File: config.mk
export PLATFORM = sky130hd
export DESIGN_NAME = pipe_register_elastic
export DESIGN_NICKNAME = d
export VERILOG_FILES = /design/src/rtl/pipe_register_elastic.sv
export SDC_FILE = /design/constraint.sdc
export NUM_CORES = 1
export LEC_CHECK = 0
export BUFFER_PORTS_ARGS = -buffer_cell sky130_fd_sc_hd__buf_4
export CAP_MARGIN = 25
export CORE_MARGIN = 4
export CORE_UTILIZATION = 55
export CTS_CLUSTER_DIAMETER = 100
export DETAILED_ROUTE_END_ITERATION = 16
export GPL_TIMING_DRIVEN = 0
export HOLD_SLACK_MARGIN = 0.1
export PLACE_DENSITY = 0.84
export SETUP_SLACK_MARGIN = 0.02
export SLEW_MARGIN = 10
export SYNTH_ARGS = -nofsm -noshare
export SYNTH_HDL_FRONTEND = slang
export SYNTH_SLANG_ARGS = --single-unit
File: constraint.sdc
create_clock -name clk -period 4.34 [get_ports clk]
set_input_delay 0.651 -clock clk [delete_from_list [all_inputs] [get_ports clk]]
set_output_delay 0.651 -clock clk [all_outputs]
set_load 0.02 [all_outputs]
File: src/rtl/pipe_register_elastic.sv
`default_nettype none
// ============================================================================
//  Module   : pipe_register_elastic
//  Brief    : Multi-stage elastic pipeline register with valid/ready on both
//             sides. Supports per-stage stall with bubble collapse,
//             synchronous flush and a registered occupancy count.
//  Revision : 1.0 - initial release
// ============================================================================
module pipe_register_elastic #(
    parameter int                      DATA_WIDTH  = 4,
    parameter int                      DEPTH       = 3,
    parameter logic [DATA_WIDTH-1:0]   RESET_VALUE = '0
) (
    input  logic                           clk,
    input  logic                           rst_n,
    input  logic                           flush,
    input  logic                           in_valid,
    output logic                           in_ready,
    input  logic [DATA_WIDTH-1:0]          data_i,
    output logic                           out_valid,
    input  logic                           out_ready,
    output logic [DATA_WIDTH-1:0]          data_o,
    output logic [$clog2(DEPTH+1)-1:0]     count
);

    localparam int c_CNT_W = $clog2(DEPTH + 1);

    // Per-stage state: stage 0 faces the input, stage DEPTH-1 drives the output.
    logic [DEPTH-1:0]       r_v;
    logic [DATA_WIDTH-1:0]  r_d [DEPTH];
    logic [c_CNT_W-1:0]     r_count;

    // Combinational control.
    logic [DEPTH-1:0]       w_mv;      // stage i hands its word onward this cycle
    logic [DEPTH-1:0]       w_load;    // stage i captures a new word this cycle
    logic [DEPTH-1:0]       w_v_nxt;   // stage valids after this edge
    logic [DATA_WIDTH-1:0]  w_src [DEPTH];
    logic                   w_push;
    logic [c_CNT_W-1:0]     w_count_nxt;

    // Advance chain: a stage moves when downstream is empty or itself moving.
    always_comb begin
        w_mv = '0;
        w_mv[DEPTH-1] = r_v[DEPTH-1] & out_ready;
        for (int i = DEPTH - 2; i >= 0; i--) begin
            w_mv[i] = r_v[i] & (~r_v[i+1] | w_mv[i+1]);
        end
    end

    assign in_ready = ~flush & (~r_v[0] | w_mv[0]);
    assign w_push   = in_valid & in_ready;

    genvar gi;
    generate
        for (gi = 0; gi < DEPTH; gi++) begin : g_stage
            if (gi == 0) begin : g_head
                assign w_load[gi] = w_push;
                assign w_src[gi]  = data_i;
            end else begin : g_body
                assign w_load[gi] = w_mv[gi-1];
                assign w_src[gi]  = r_d[gi-1];
            end

            // A stage becomes valid on a load, otherwise empties when it moves on.
            assign w_v_nxt[gi] = w_load[gi] | (r_v[gi] & ~w_mv[gi]);

            // Data only changes on a transfer; draining leaves the old word in place.
            always_ff @(posedge clk) begin
                if (!rst_n) begin
                    r_d[gi] <= RESET_VALUE;
                end else if (!flush && w_load[gi]) begin
                    r_d[gi] <= w_src[gi];
                end
            end
        end
    endgenerate

    // Popcount of the next valid vector so count tracks the valids edge-for-edge.
    always_comb begin
        w_count_nxt = '0;
        for (int i = 0; i < DEPTH; i++) begin
            w_count_nxt = w_count_nxt + c_CNT_W'(w_v_nxt[i]);
        end
    end

    // Valid and occupancy registers; reset dominates flush, flush dominates advance.
    always_ff @(posedge clk) begin
        if (!rst_n) begin
            r_v     <= '0;
            r_count <= '0;
        end else if (flush) begin
            r_v     <= '0;
            r_count <= '0;
        end else begin
            r_v     <= w_v_nxt;
            r_count <= w_count_nxt;
        end
    end

    assign out_valid = r_v[DEPTH-1];
    assign data_o    = r_d[DEPTH-1];
    assign count     = r_count;

endmodule
`default_nettype wire

Yosys cells after proc, flatten, opt, wreduce, memory -nomap -nowiden --
Memory sizes are Yosys's and may differ from the RTL's. Index checks and enable logic that the tools add are counted.
Cells by class: bitwise operators 25, reductions and logical operators 5, $add $sub $neg 2, muxes and demuxes 13
Operators by type and width (number):
- $mux W4 | 3
- $mux W1 | 10
- $or A1 B1 Y1 | 9
- $and A1 B1 Y1 | 8
- $not A1 Y1 | 8
- $logic_and A1 B1 Y1 | 3
- $add A1 B1 Y2 | 1
- $add A2 B1 Y2 | 1
- $reduce_or A2 Y1 | 1
- $logic_not A1 Y1 | 1
Word-level totals: memories 1, input bits 9, bits in writable memories 12, word-level logic and storage cells 48, output and inout bits 8, bits in registers 5
Memory list:
- r_d | words 3, bits a word 4, read ports 3, clocked after memory_dff 0, wr ports 3, RTL line 30 | logic [DATA_WIDTH-1:0] r_d [DEPTH];

Depth between registers and ports, before layout --
word-level depth 13, depth in mapped cells 6, depth with buffers taken out 5

Worst setup path after synthesis --
Ideal clock, no wire load.
path type input-to-output, from input out_ready, to output in_ready, stages 3, data arrival time 1245 ps, data required time 3689 ps, path slack 2444 ps, path buffers 1, path through and4b_1 -> buf_6 -> nor2_1
On the way: longest elaborated chain between the ends 7
Ends and longest elaborated chain:
- from (decl) | RTL line 21 | input logic out_ready,
- $and A1 B1 Y1 | RTL line 44 | w_mv[DEPTH-1] = r_v[DEPTH-1] & out_ready;
- $or A1 B1 Y1 | RTL line 46 | w_mv[i] = r_v[i] & (~r_v[i+1] | w_mv[i+1]);
- $and A1 B1 Y1 | RTL line 46
- $or A1 B1 Y1 | RTL line 46
- $and A1 B1 Y1 | RTL line 46
- $or A1 B1 Y1 | RTL line 50 | assign in_ready = ~flush & (~r_v[0] | w_mv[0]);
- $and A1 B1 Y1 | RTL line 50
- to (decl) | RTL line 18 | output logic in_ready,
Every way passes these cells.

Final worst setup path --
Same ends and word-level chain as after synthesis.

==> impl_metrics.json <==
{
  "outcome": "finished clean",
  "finClkSkew_ns": 0.000673,
  "cts_buffers": 3,
  "hold_viol_final": 0,
  "start_util": 0.602,
  "clock_sinks": 17,
  "h-tree-depth": 1,
  "power.density_nw_per_um2": 305,
  "fill_cells": 103,
  "p_seq_frac": 0.613,
  "synth-warning-count": 0,
  "cts-root-buf": "clkbuf_4",
  "cp.arrival_ns": 1.37,
  "multi_input_area_um2": 288,
  "drt_iter0_drc": 14,
  "synth-seq-cells": 17,
  "detailedPlacementHpwl_mm": 1.03,
  "first_global_vias": 561,
  "yosysTopAreaCellShare": 0.443,
  "regArea_um2": 460,
  "synth-main-ff-cell": "edfxtp_1",
  "drtAntennaViolNets": 0,
  "post_drt_wl_per_cell_um": 13.0,
  "synth_fp_nets": 77,
  "fin_util": 0.725,
  "viasPerCell": 5.17,
  "total_power_mw": 0.298,
  "async_flop_share": 0,
  "synthTopCellsByArea": "edfxtp_1 44%, dfxtp_1 12%, nor3_2 9.8%",
  "grt-ovfl-total": 0,
  "yosysMostFrequentCell": "edfxtp_1",
  "path_max_fanout": 8,
  "final-max-slew-violation-count": 0,
  "ir_worst_vdd_uv": 216,
  "syn_inst": 67,
  "clk_pin_slew_worst_paths_ns": 0.09,
  "antenna_cells": 0,
  "synth_seq_area_share": 0.566,
  "critPathRequiredTime_ns": 3.69,
  "setup_violations": 0,
  "max_freq_ghz": 0.496,
  "drt-total-wl_mm": 1.32,
  "drive_gt1_frac": 0.402,
  "max-slew-margin-rel": 0.604,
  "grt_antenna_before_repair": 0,
  "synth_enable_flop_cells": 12,
  "synth_top_area_cell": "edfxtp_1",
  "syn2layout_area_growth_pct": 20.3,
  "drc_errors": 0,
  "p_comb_frac": 0.105,
  "port_buffers": 16,
  "netlist_area_um2": 813,
  "die_x_um": 46.5,
  "synth.distinct_cells": 21,
  "num_io_pins": 17,
  "worst_pin_slew_ns": 0.589,
  "ctsLongestPathBuffers": 2,
  "fin_crit_ns": 2.02,
  "rsz0062_at_grt": "no",
  "p_clk_frac": 0.282,
  "grt_max_degree": 11,
  "endpoint_kind": "output port",
  "firstDrtPassIters": 4,
  "period_share": 0.465,
  "crit_type": "in -> out",
  "postCtsHoldBufs": 0,
  "p_int_mw": 0.231,
  "grt_first_pass_wirelength_mm": 2.29,
  "die_y_um": 46.5,
  "cts_setup_buffers": 0,
  "nets": 98,
  "cts_tree": "done",
  "ys_top_cells_by_count": "12 x edfxtp_1, 8 x nand2_1, 8 x nor3_2, 7 x inv_1, 5 x dfxtp_1",
  "grt_use_total": 0.155,
  "clk_latency_ns": 0.29,
  "hp-class": "reg -> reg",
  "final.setup.tns_ns": 0,
  "core_um2": 1350,
  "p_sw_frac": 0.226,
  "die_area_um2": 2160,
  "drv_cap": 0,
  "crit_path_start_kind": "primary input",
  "vias": 527,
  "rows": 13,
  "cts_resized": 0,
  "leakage_nw": 0.420,
  "power_switching_mw": 0.0675,
  "gp_congestion": 0.756,
  "avgSynthCellArea_um2": 12.1
}
-- cell families (layout without fill, tap and decap cells) --
| logic type | count (synthesis) | in the layout | share of synthesized area |
|---|---|---|---|
| buffers and inverters | 11 | 31 | 0.0800 |
| DFF | 17 | 17 | 0.566 |
| AOI/OAI and AO/OA | 6 | 6 | 0.0585 |
| and+or+nand+nor | 32 | 32 | 0.271 |
| adders and majority gates | 1 | 1 | 0.0246 |
-- state kept, by name (all words and copies together), names as in the netlist --
signal and cells:
count 2, r_v 3, r_d 12
-- worst paths after layout --
check / from / slack [ns] / cells past startpoint / end
hold / removal: r_v[0]$_SDFF_PP0_ / 0.55 / 1 / r_v[1]$_SDFF_PP0_
hold reg to reg: r_v[0]$_SDFF_PP0_ / 0.55 / 1 / r_v[1]$_SDFF_PP0_
setup / recovery: out_ready / 2.32 / 5 / in_ready
setup reg to reg: r_v[2]$_SDFF_PP0_ / 2.72 / 6 / count[0]$_SDFF_PP0_
-- worst max-delay path, cell delays in order --
cell	delay, ns
buf_4	0.12
and4b_1	0.27
buf_6	0.14
nor2_1	0.04
buf_4	0.15
-- per-layer routing --
metal  routed length, um  GRT usage
met4                  32     0.0909
met5                   0          0
met3                  89     0.0391
met2                 661      0.266
met1                 538      0.168
-- per-stage QoR --
step                setup WS [ns]  cell area [um^2]  hold WS [ns]  instances
floorplan                    2.44               813         0.478         67
global placement             2.33               952         0.510         98
detailed placement           2.33               952         0.530         98
CTS                          2.32               978         0.555        102
global route                 2.29               978         0.581        102
finish                       2.32               978         0.554        102
-- area by class of cell --
class,instances,area share
Tap cell,15,0.0192
Timing Repair Buffer,16,0.123
Inverter,7,0.0269
Buffer,4,0.0396
Multi-Input combinational cell,39,0.294
Sequential cell,17,0.471
Clock buffer,4,0.0269
-- power groups by stage --
| stage | Clock, mW | Combinational [mW] | Sequential (mW) |
|---|---|---|---|
| floorplan | 0 | 0.0159 | 0.188 |
| global placement | 0 | 0.0307 | 0.186 |
| detailed placement | 0 | 0.0318 | 0.186 |
| CTS | 0.0847 | 0.0318 | 0.183 |
| global route | 0.0925 | 0.0349 | 0.183 |
| finish | 0.0840 | 0.0315 | 0.183 |
-- cell usage in the layout, fill, tap and decap left out, drive strengths merged --
master and n:
nand2b 4, and4b 1, o21ai 2, inv 7, or2 2, and3b 1
fa 1, dfxtp 5, nor4 4, clkbuf 4, and2b 1, o21ba 3
edfxtp 12, buf 20, nor2 3, nand2 8, o31ai 1, nor3 8
Note: power is estimated with default switching activity, not from simulation.
